`config.mk`:
```
export PLATFORM = sky130hd
export DESIGN_NAME = pad_out_turnaround_flat
export DESIGN_NICKNAME = d
export VERILOG_FILES = /design/src/rtl/pad_out_turnaround_pkg.sv /design/src/rtl/pad_out_turnaround_if.sv /design/src/rtl/pad_out_turnaround_cnt.sv /design/src/rtl/pad_out_turnaround.sv /design/src/flat_wrapper.sv
export SDC_FILE = /design/constraint.sdc
export NUM_CORES = 1
export LEC_CHECK = 0
export CAP_MARGIN = 25
export CORE_MARGIN = 4
export CORE_UTILIZATION = 46
export DETAILED_ROUTE_END_ITERATION = 8
export PLACE_DENSITY_LB_ADDON = 0.25
export SYNTH_ARGS = -nofsm -noshare
export SYNTH_HDL_FRONTEND = slang
export SYNTH_HIERARCHICAL = 1
export SYNTH_SLANG_ARGS = --single-unit
```
`constraint.sdc`:
```
create_clock -name clk_i -period 4.4 [get_ports clk_i]
set_input_delay 0.66 -clock clk_i [delete_from_list [all_inputs] [get_ports clk_i]]
set_output_delay 0.66 -clock clk_i [all_outputs]
set_load 0.005 [all_outputs]
```
`src/rtl/pad_out_turnaround_pkg.sv`:
```
// Shared types and helpers for the output-side pad turnaround controller.
package pad_ctrl_pkg;

    typedef enum logic [1:0] {
        HIZ      = 2'd0,
        TURN_ON  = 2'd1,
        DRIVE    = 2'd2,
        TURN_OFF = 2'd3
    } pad_turn_state_e;

    // Guard counter width: holds values up to turn_cycles, never narrower than 1 bit.
    function automatic int turn_cnt_width(input int turn_cycles);
        int w;
        if (turn_cycles < 1) begin
            w = 1;
        end else begin
            w = $clog2(turn_cycles + 1);
        end
        if (w < 1) begin
            w = 1;
        end
        return w;
    endfunction

    // Attribute bus width; a zero-width request still gets one bit.
    function automatic int attr_width(input int padattr);
        return (padattr == 0) ? 1 : padattr;
    endfunction

endpackage

```
`src/rtl/pad_out_turnaround_if.sv`:
```
// Core-to-pad-ring bundle for the output turnaround controller.
// master: pad-control logic side, slave: the turnaround controller.
interface pad_out_turnaround_if #(
    parameter int PADATTR = 16
);
    localparam int PADATTR_RND = pad_ctrl_pkg::attr_width(PADATTR);

    logic                   pad_out_i;
    logic                   pad_oe_i;
    logic                   od_i;
    logic [PADATTR_RND-1:0] pad_attributes_i;

    logic                   pad_o;
    logic                   pad_oe_o;
    logic [PADATTR_RND-1:0] pad_attr_o;
    logic                   in_valid_o;
    logic                   busy_o;

    modport master (
        output pad_out_i,
        output pad_oe_i,
        output od_i,
        output pad_attributes_i,
        input  pad_o,
        input  pad_oe_o,
        input  pad_attr_o,
        input  in_valid_o,
        input  busy_o
    );

    modport slave (
        input  pad_out_i,
        input  pad_oe_i,
        input  od_i,
        input  pad_attributes_i,
        output pad_o,
        output pad_oe_o,
        output pad_attr_o,
        output in_valid_o,
        output busy_o
    );

endinterface

```
`src/rtl/pad_out_turnaround_cnt.sv`:
```
// Loadable down-counter timing the hi-Z guard interval of both turnarounds.
module pad_turn_cnt #(
    parameter int WIDTH = 1
) (
    input  logic             clk_i,
    input  logic             rst_i,
    input  logic             load,
    input  logic [WIDTH-1:0] load_val,
    input  logic             dec,
    output logic             zero_o
);

    logic [WIDTH-1:0] cnt_q;

    // Load has priority; decrement saturates at zero.
    always_ff @(posedge clk_i or posedge rst_i) begin
        if (rst_i) begin
            cnt_q <= '0;
        end else if (load) begin
            cnt_q <= load_val;
        end else if (dec && (cnt_q != '0)) begin
            cnt_q <= cnt_q - 1'b1;
        end
    end

    // Zero flag drives the turnaround exit decision.
    always_comb begin
        zero_o = (cnt_q == '0);
    end

endmodule

```
`src/rtl/pad_out_turnaround.sv`:
```
// Output-side bidirectional pad controller: registers core data/enable,
// applies pad attributes while released, and inserts TURN_CYCLES hi-Z guard
// cycles on every direction change so pad and external device never fight.
// Optional build macro PAD_TURN_ABORT_EN: a request dropped during TURN_ON
// returns straight to HIZ (the pad was never driven). TURN_OFF always completes.
module pad_out_turnaround
    import pad_ctrl_pkg::*;
#(
    parameter int PADATTR     = 16,
    parameter int TURN_CYCLES = 2
) (
    input  logic                 clk_i,
    input  logic                 rst_i,
    pad_out_turnaround_if.slave  pad
);

    localparam int PADATTR_RND = attr_width(PADATTR);
    localparam int CNT_W       = turn_cnt_width(TURN_CYCLES);
    localparam bit DIRECT      = (TURN_CYCLES == 0);
    localparam logic [CNT_W-1:0] LOAD_VAL =
        DIRECT ? '0 : CNT_W'(TURN_CYCLES - 1);

    pad_turn_state_e        state_q;
    pad_turn_state_e        state_next;
    logic                   oe_req_q;
    logic                   data_q;
    logic                   od_mode_q;
    logic [PADATTR_RND-1:0] attr_q;
    logic                   cnt_load;
    logic                   cnt_dec;
    logic                   cnt_zero;

    pad_turn_cnt #(
        .WIDTH (CNT_W)
    ) u_cnt (
        .clk_i    (clk_i),
        .rst_i    (rst_i),
        .load     (cnt_load),
        .load_val (LOAD_VAL),
        .dec      (cnt_dec),
        .zero_o   (cnt_zero)
    );

    // Direction request is registered so the FSM never reacts to a raw input.
    always_ff @(posedge clk_i or posedge rst_i) begin
        if (rst_i) begin
            oe_req_q <= 1'b0;
        end else begin
            oe_req_q <= pad.pad_oe_i;
        end
    end

    // State register.
    always_ff @(posedge clk_i or posedge rst_i) begin
        if (rst_i) begin
            state_q <= HIZ;
        end else begin
            state_q <= state_next;
        end
    end

    // Data and drive mode are captured on every cycle that ends in DRIVE,
    // including the entry edge, so the first drive cycle shows fresh data.
    always_ff @(posedge clk_i or posedge rst_i) begin
        if (rst_i) begin
            data_q    <= 1'b0;
            od_mode_q <= 1'b0;
        end else if (state_next == DRIVE) begin
            data_q    <= pad.pad_out_i;
            od_mode_q <= pad.od_i;
        end
    end

    // Attributes follow the request only while the pad is released.
    always_ff @(posedge clk_i or posedge rst_i) begin
        if (rst_i) begin
            attr_q <= '0;
        end else if (state_q == HIZ) begin
            attr_q <= pad.pad_attributes_i;
        end
    end

    // Next-state and guard-counter control.
    always_comb begin
        state_next = state_q;
        cnt_load   = 1'b0;
        cnt_dec    = 1'b0;
        case (state_q)
            HIZ: begin
                if (oe_req_q) begin
                    if (DIRECT) begin
                        state_next = DRIVE;
                    end else begin
                        state_next = TURN_ON;
                        cnt_load   = 1'b1;
                    end
                end
            end
            TURN_ON: begin
`ifdef PAD_TURN_ABORT_EN
                if (!oe_req_q) begin
                    state_next = HIZ;
                end else if (cnt_zero) begin
                    state_next = DRIVE;
                end else begin
                    cnt_dec = 1'b1;
                end
`else
                if (cnt_zero) begin
                    state_next = DRIVE;
                end else begin
                    cnt_dec = 1'b1;
                end
`endif
            end
            DRIVE: begin
                if (!oe_req_q) begin
                    if (DIRECT) begin
                        state_next = HIZ;
                    end else begin
                        state_next = TURN_OFF;
                        cnt_load   = 1'b1;
                    end
                end
            end
            TURN_OFF: begin
                if (cnt_zero) begin
                    state_next = HIZ;
                end else begin
                    cnt_dec = 1'b1;
                end
            end
            default: begin
                state_next = HIZ;
            end
        endcase
    end

    // Pad-side outputs decoded purely from registered state.
    always_comb begin
        pad.pad_o      = 1'b0;
        pad.pad_oe_o   = 1'b0;
        pad.in_valid_o = 1'b0;
        pad.busy_o     = 1'b0;
        pad.pad_attr_o = attr_q;
        case (state_q)
            HIZ: begin
                pad.in_valid_o = 1'b1;
            end
            TURN_ON, TURN_OFF: begin
                pad.busy_o = 1'b1;
            end
            DRIVE: begin
                if (od_mode_q) begin
                    pad.pad_oe_o = ~data_q;
                end else begin
                    pad.pad_oe_o = 1'b1;
                    pad.pad_o    = data_q;
                end
            end
            default: begin
                pad.in_valid_o = 1'b0;
            end
        endcase
    end

`ifndef SYNTHESIS
    // The pad must never drive while the input side believes its data is valid.
    always_ff @(posedge clk_i) begin
        if (!rst_i && pad.pad_oe_o && pad.in_valid_o) begin
            $error("pad_out_turnaround: pad_oe_o and in_valid_o both high");
        end
    end
`endif

endmodule

```
`src/flat_wrapper.sv`:
```
// flat-port wrapper written by rule: the top's interface ports become plain ports
module pad_out_turnaround_flat import pad_ctrl_pkg::*;
#(
    parameter int PADATTR     = 16,
    parameter int TURN_CYCLES = 2
)
  (clk_i, rst_i, pad_pad_out_i, pad_pad_oe_i, pad_od_i, pad_pad_attributes_i, pad_pad_o, pad_pad_oe_o, pad_pad_attr_o, pad_in_valid_o, pad_busy_o);
  pad_out_turnaround_if #(.PADATTR(PADATTR)) pad_i ();
  input  logic clk_i;
  input  logic rst_i;
  input wire logic [$bits(pad_i.pad_out_i)-1:0] pad_pad_out_i;
  input wire logic [$bits(pad_i.pad_oe_i)-1:0] pad_pad_oe_i;
  input wire logic [$bits(pad_i.od_i)-1:0] pad_od_i;
  input wire logic [$bits(pad_i.pad_attributes_i)-1:0] pad_pad_attributes_i;
  output wire logic [$bits(pad_i.pad_o)-1:0] pad_pad_o;
  output wire logic [$bits(pad_i.pad_oe_o)-1:0] pad_pad_oe_o;
  output wire logic [$bits(pad_i.pad_attr_o)-1:0] pad_pad_attr_o;
  output wire logic [$bits(pad_i.in_valid_o)-1:0] pad_in_valid_o;
  output wire logic [$bits(pad_i.busy_o)-1:0] pad_busy_o;
  assign pad_i.pad_out_i = pad_pad_out_i;
  assign pad_i.pad_oe_i = pad_pad_oe_i;
  assign pad_i.od_i = pad_od_i;
  assign pad_i.pad_attributes_i = pad_pad_attributes_i;
  assign pad_pad_o = pad_i.pad_o;
  assign pad_pad_oe_o = pad_i.pad_oe_o;
  assign pad_pad_attr_o = pad_i.pad_attr_o;
  assign pad_in_valid_o = pad_i.in_valid_o;
  assign pad_busy_o = pad_i.busy_o;
  pad_out_turnaround #(.PADATTR(PADATTR), .TURN_CYCLES(TURN_CYCLES)) u_core (.clk_i(clk_i), .rst_i(rst_i), .pad(pad_i));
endmodule
```
* Yosys cells after proc, flatten, opt, wreduce, memory -nomap -nowiden
Cells that the tools add are included.
Word-level totals: register bits 23, output and inout port bits 20, logic and storage cells 36
Cells by class: add/sub/neg operators 1, eq/ne operators 4, multiplexer cells 18, bitwise logic cells 1, reductions and logical operators 6
Operators with widths (number):
- 2-bit two-way mux | 6
- 1-bit two-way mux | 10
- 2-bit case mux with 4 select lines | 1
- 2-bit equality test, second input constant | 3
- 2-bit zero test | 2
- 2-bit nonzero test | 2
- 2-bit by 1-bit equality test with 1-bit output, second input constant | 1
- 1-bit case mux with 2 select lines | 1
- 2-bit OR reduction | 1
- 2-bit by 1-bit subtractor with 2-bit output, second input constant | 1
- 1-bit logical AND | 1
- 1-bit NOT | 1

* Longest topological paths before layout
Gate-level depths: netlist (run 1).
depth after elaboration 6, mapped depth 5, depth with buffers taken out 5

* Cells and area by module
The synthesis (run 1) kept the hierarchy.
By module, submodules not included:
- pad_out_turnaround | instances 1, cells each 62, area each 950.9 µm², sequential area each 525.5 µm²
- pad_turn_cnt | instances 1, cells each 13, area each 135.1 µm², sequential area each 50.0 µm²

* Worst setup path after synthesis (run 1)
Ideal clock, no wire load.
path type register to register, start point register u_core.state_q[1], end point register u_core.u_cnt.cnt_q[0], arrival time 1.452 ns, data required time 4.274 ns, slack 2.822 ns, stages on the path, launching flop included 6, path buffers 1, path through dfrtp_1 > buf_6 > xor2_1 > nor2b_1 > and2b_4 > a221o_1
On the way: elaborated cells between the ends (all ways) 10
RTL lines:
- start: declaration | line pad_out_turnaround.sv:23 | pad_turn_state_e state_q;
- start signal: assignment | line pad_out_turnaround.sv:58 | state_q <= state_next;
- 2-bit equality test or 2-bit zero test (tied branches) | line pad_out_turnaround.sv:88 | case (state_q)
- 1-bit case mux with 2 select lines * | line pad_out_turnaround.sv:88
- named net u_core.cnt_load | line pad_out_turnaround.sv:29 | logic cnt_load;
- 2-bit two-way mux or 2-bit nonzero test (tied branches)
- end signal: assignment | line pad_out_turnaround_cnt.sv:20 | cnt_q <= load_val;
- end signal: assignment | line pad_out_turnaround_cnt.sv:22 | cnt_q <= cnt_q - 1'b1;
- end: declaration | line pad_out_turnaround_cnt.sv:13 | logic [WIDTH-1:0] cnt_q;
Mark *: on every way through the listed nets, which the timed path passes. The rest lies on a longest branch. A chain may end at the register's enable or synchronous reset.

* Worst setup path after layout (run 1)
start point register u_core.state_q[1], end point output pad_in_valid_o
On the way: word-level cells in the longest chain between the ends 2
Ends and longest elaborated chain:
- 2-bit zero test | line pad_out_turnaround.sv:146 | case (state_q)
- 1-bit two-way mux | line pad_out_turnaround.sv:146
- end: declaration | line flat_wrapper.sv:18 | output wire logic [$bits(pad_i.in_valid_o)-1:0] pad_in_valid_o;
Every way passes these cells.

==> results of run 1 <==
## registers in the layout (all words and copies together), names as in the netlist
signal                 cells
u_core/oe_req_q            1
u_core/data_q              1
u_core/pad.pad_attr_o     16
u_core/od_mode_q           1
u_core/u_cnt/cnt_q         2
u_core/state_q             2
## final cells by class
cell class                 instances  area share [%]
multi-input combinational         44            29.9
tap                               28            2.33
timing repair buffer              40            26.7
sequential                        23            38.3
inverter                           4            1.00
clock buffer                       4            1.75
## worst max-delay path: stages, from the launching register on
cell and delay [ps]:
dfrtp_1 560, nor2_8 370, clkdlybuf4s50_1 580
## synthesized netlist by cell type, drive strengths merged
| cell type | n |
|---|---|
| dfrtp | 23 |
| a21oi | 1 |
| nor4b | 2 |
| mux2 | 17 |
| o22ai | 1 |
| nand2b | 4 |
| nor3b | 1 |
| a221oi | 1 |
| a211oi | 1 |
| conb | 2 |
| ha | 1 |
| xnor2 | 1 |
| nor2 | 1 |
| a221o | 2 |
| mux2i | 2 |
| and2b | 2 |
| clkbuf | 1 |
| o21a | 1 |
| nand2 | 1 |
| buf | 3 |
| xor2 | 1 |
| inv | 4 |
| nor2b | 2 |
## kinds of logic (layout without fill, tap and decap cells)
logic type	count (synthesis)	count (layout)	share of synthesized area (%)
AOI/OAI and AO/OA	7	7	5.07
xor gates and xnor gates	2	2	1.61
adders and majority gates	1	1	1.15
buffers and inverters	8	48	5.64
DFF	23	23	53.0
muxes	19	19	22.6
other	2	2	0.692
and+or+nand+nor	13	13	10.3
## per-stage QoR
step	cells	util, %	setup slack [ps]	area, um^2	hold slack [ps]
global route	143	67.2	1790	1500	508
finish	143	67.2	1920	1500	511
CTS	143	67.2	1900	1500	505
global placement	139	66.1	2280	1480	489
floorplan	75	-	2820	1090	401
detailed placement	139	66.1	2250	1480	499
## power by group through the flow
stage,sequential [mW],combinational [mW],clock (mW)
after global placement,0.406,0.542,0
after detailed placement,0.416,0.559,0
after global routing,0.431,0.595,0.112
after floorplan,0.381,0.371,0
after CTS,0.414,0.561,0.0990
final,0.411,0.552,0.0967
## metal layers
layer	up-vias	part of all wire, %	global-route usage [%]
met5	-	0	0
met3	2	9.5	6.90
met4	0	0.45	4.07
met2	24	51	27.1
li1	333	-	-
met1	341	39	15.8
## worst paths after layout
check | from | endpoint | slack (ps) | depth (start not counted)
max | u_core/state_q[1]$_DFF_PP0_ | pad_in_valid_o | 1920 | 2
min in group clk_i | u_core/pad.pad_attr_o[8]$_DFFE_PP0P_ | u_core/pad.pad_attr_o[8]$_DFFE_PP0P_ | 530 | 1
max reg2reg | u_core/state_q[1]$_DFF_PP0_ | u_core/u_cnt/cnt_q[1]$_DFFE_PP0P_ | 2550 | 4
min reg2reg | u_core/pad.pad_attr_o[8]$_DFFE_PP0P_ | u_core/pad.pad_attr_o[8]$_DFFE_PP0P_ | 530 | 1
min | rst_i | u_core/u_cnt/cnt_q[0]$_DFFE_PP0P_ | 510 | 2
max in group asynchronous | rst_i | u_core/pad.pad_attr_o[9]$_DFFE_PP0P_ | 3090 | 2
==> flow_summary.json, run 1 <==
{
  "grt_pass1_vias": 807,
  "area_growth_pct": 38.2,
  "final_common_cell": "clkdlybuf4s50_1",
  "drive_gt1_share_pct": 20.0,
  "io_pins": 41,
  "cts_root_buf": "clkbuf_4",
  "cts_made_buffers": 3,
  "path_clk_slew_ps": 120,
  "grt_max_degree": 22,
  "finalClockSkew_ps": 3.42,
  "hold_viol_final": 0,
  "end_kind": "output pin",
  "cts_resized": 0,
  "ant_nets": 0,
  "coreArea_um2": 2230,
  "synth.area.top_cells": "dfrtp_1 53%, mux2_4 12%, mux2_2 8.3%",
  "post_cts_buffers": 0,
  "fmax_mhz": 404,
  "syn-num-nets": 97,
  "fin_crit_ps": 2480,
  "drc": 0,
  "vias": 700,
  "cts_tree": "built",
  "start_kind": "flop",
  "register_area_um2": 576,
  "setup_violations": 0,
  "drt-initial-drc-count": 4,
  "fin_tns_setup_ps": 0,
  "slew_violations": 0,
  "wl_um": 2220,
  "die_y_um": 56.6,
  "final_cell_mix": "40 x clkdlybuf4s50_1, 23 x dfrtp_1, 9 x mux2_4, 8 x mux2_2, 4 x inv_1",
  "fin_crit_sh_pct": 56.3,
  "tightest_slew_ps": 797,
  "p_clk_share_pct": 9.1,
  "globalplace.congestion": 0.676,
  "p_total_mw": 1.06,
  "internal_power_mw": 0.729,
  "slew-limit-headroom_pct": 46.8,
  "grt-ovfl-total": 0,
  "final_nets": 138,
  "peakVddDrop_uv": 373,
  "wl_per_cell_um": 15.5,
  "dp_hpwl_um": 1700,
  "ys_warn_count": 6,
  "diodes": 0,
  "firstDrtPassIters": 4,
  "p_switching_mw": 0.331,
  "p_leak_nw": 0.647,
  "ys_types": 27,
  "drv_cap": 0,
  "p_comb_share_pct": 52.1,
  "worstPathArrival_ps": 1820,
  "worstSetupPathType": "flop to output pin",
  "synth.yosys.seq_area_share_pct": 53.0,
  "cts_max_level": 1,
  "cp_max_fo": 17,
  "start_util_pct": 48.6,
  "clk_latency_ps": 300,
  "clock_sinks": 23,
  "p_per_area_nw_per_um2": 706,
  "hold_class": "primary input to async pin",
  "grt_setup_unrepaired": "no",
  "syn-cell-area_um2": 1090,
  "synthCells": 75,
  "num_rows": 17,
  "cts_buffer_depth": 2,
  "io_buffer_count": 40,
  "status": "finished, final reports clean",
  "dieArea_um2": 3200,
  "hold_buffers": 0,
  "sw_frac_of_total_pct": 31.2,
  "die_x_um": 56.6,
  "synth.avg_cell_area_um2": 14.5,
  "multiInputGateArea_um2": 449,
  "seq_power_share_pct": 38.8,
  "synth_seq_cells": 23,
  "yosysTopAreaCell": "dfrtp_1",
  "synth_top_area_share_pct": 53.0,
  "grt_antenna_before_repair": 0,
  "grt_pass1_wl_um": 3710,
  "grt.total_usage_pct": 15.1,
  "worstPathRequired_ps": 3740,
  "vias_per_cell": 4.90,
  "fill_cells": 183
}
Note: power is estimated with default switching activity, not from simulation.
==> run 2: changes to the inputs <==
Settings changed: CORE_UTILIZATION 46 to 43.
Clock period 4.4 ns to 2.4 ns, I/O delays scaled along.
==> run 2 against run 1 <==
  * Count of clock-buffer cells in the layout down 1
  * Clock skew is 9.1 ps higher
  * Worst hold slack worse by 300 ps
  * Routed wire length shrank 7.7%
  * Core utilization fell by 1.1 points
  * Register-to-register slack got worse by 2000 ps
  * Via count is 1.6% higher
  * First-iteration DRC count increased by 75%
  * Sequential cell count stayed put
  * Non-clock buffer count grew 2
  * Critical endpoint is now pad_pad_o
  * Largest power group unchanged
==> flow_summary.json, run 2 (synthesis gave the netlist of run 1 again) <==
{
  "vias_per_cell": 4.90,
  "cts_max_level": 1,
  "cts_root_buf": "clkbuf_4",
  "grt.total_usage_pct": 13.6,
  "cts_buffer_depth": 2,
  "fin_crit_ps": 2150,
  "worstSetupPathType": "flop to output pin",
  "cp_max_fo": 10,
  "worstPathArrival_ps": 1790,
  "die_y_um": 58.3,
  "firstDrtPassIters": 4,
  "dp_hpwl_um": 1580,
  "die_x_um": 58.3,
  "worstPathRequired_ps": 2040,
  "grt_max_degree": 22,
  "final_nets": 140,
  "area_growth_pct": 40.0,
  "globalplace.congestion": 0.721,
  "p_leak_nw": 0.656,
  "p_per_area_nw_per_um2": 1280,
  "grt_pass1_vias": 816,
  "wl_um": 2050,
  "start_util_pct": 47.3,
  "start_kind": "flop",
  "status": "finished, final reports clean",
  "setup_violations": 0,
  "final_common_cell": "clkdlybuf4s50_1",
  "dieArea_um2": 3390,
  "largest_reg_flops": 16,
  "fill_cells": 199,
  "dp_cells": 141,
  "diodes": 0,
  "grt_pass1_wl_um": 3550,
  "slew_violations": 0,
  "post_cts_buffers": 0,
  "hold_class": "primary input to async pin",
  "hold_buffers": 0,
  "vias": 711,
  "clock_sinks": 23,
  "clk_latency_ps": 310,
  "drc": 0,
  "cts_made_buffers": 3,
  "drv_cap": 0,
  "path_clk_slew_ps": 140,
  "fmax_mhz": 465,
  "ant_nets": 0,
  "end_kind": "output pin",
  "drt-initial-drc-count": 7,
  "register_area_um2": 576,
  "fin_crit_sh_pct": 89.5,
  "hold_viol_final": 0,
  "cts_tree": "built",
  "num_rows": 17,
  "final_cell_mix": "40 x clkdlybuf4s50_1, 23 x dfrtp_1, 9 x mux2_4, 8 x mux2_2, 4 x inv_1",
  "grt_setup_unrepaired": "no",
  "coreArea_um2": 2300,
  "io_pins": 41,
  "multiInputGateArea_um2": 449,
  "fin_cells": 145,
  "fin_tns_setup_ps": 0,
  "finalClockSkew_ps": 12.5,
  "drive_gt1_share_pct": 22.2,
  "peakVddDrop_uv": 781,
  "wl_per_cell_um": 14.1,
  "cts_resized": 0,
  "grt-ovfl-total": 0,
  "grt_antenna_before_repair": 0,
  "io_buffer_count": 40
}
[run 2: changes by cell type in the layout (fill, tap and decap cells not counted), sizes merged]
| cell | delta |
|---|---|
| clkinvlp | +1 |
| buf | +2 |
| clkbuf | -1 |
[run 2: routing by layer]
layer	global-route usage [%]	up-vias	part of all wire, %
met5	0	-	0
met4	3.97	0	0.73
met3	5.57	2	9.2
met2	23.4	23	48
met1	15.3	344	42
li1	-	342	-
[run 2: power by group]
part | switching, mW | total (mW) | internal [mW]
logic | 0.316 | 1.02 | 0.699
registers | 0.170 | 0.753 | 0.583
clock network | 0.116 | 0.179 | 0.0633
[run 2: area by class of cell]
type | instances | share of cell area (%)
clock inverters | 1 | 0.494
clock buffers | 3 | 1.48
inverters | 4 | 0.988
flip-flops and latches | 23 | 37.9
multi-input cells | 44 | 29.5
well taps | 28 | 2.30
repair buffers | 42 | 27.3
[run 2: critical path: stages, from the launching register on]
cell and delay (ps):
dfrtp_1 540, nand2b_1 220, nor3b_1 190, clkdlybuf4s50_1 520
[run 2: per-stage QoR]
step	hold WS (ps)	util [%]	worst slack (ps)	power, mW	instance area, um^2
2_1_floorplan	101	-	822	1.38	1090
3_3_place_gp	492	64.9	627	1.75	1490
3_5_place_dp	492	64.9	542	1.78	1490
4_1_cts	206	66.2	243	1.97	1520
5_1_grt	201	66.2	47.5	2.09	1520
6_report	208	66.2	251	1.95	1520
[run 2: final timing paths]
path / endpoint / slack (ps) / cells after the start / from
worst max register to register: u_core/u_cnt/cnt_q[0]$_DFFE_PP0P_ / 520 / 4 / u_core/state_q[1]$_DFF_PP0_
worst max-delay path: pad_pad_o / 250 / 3 / u_core/state_q[0]$_DFF_PP0_
min in group clk_i: u_core/oe_req_q$_DFF_PP0_ / 470 / 1 / pad_pad_oe_i
max in group asynchronous: u_core/pad.pad_attr_o[6]$_DFFE_PP0P_ / 1770 / 3 / rst_i
worst min-delay path: u_core/u_cnt/cnt_q[0]$_DFFE_PP0P_ / 210 / 2 / rst_i
worst min register to register: u_core/pad.pad_attr_o[4]$_DFFE_PP0P_ / 520 / 1 / u_core/pad.pad_attr_o[4]$_DFFE_PP0P_
==> run 3: changes to the inputs <==
Settings changed: TNS_END_PERCENT set to 100.
==> results of run 3 <==
Final layout, timing and power as in run 2 (identical DEF).
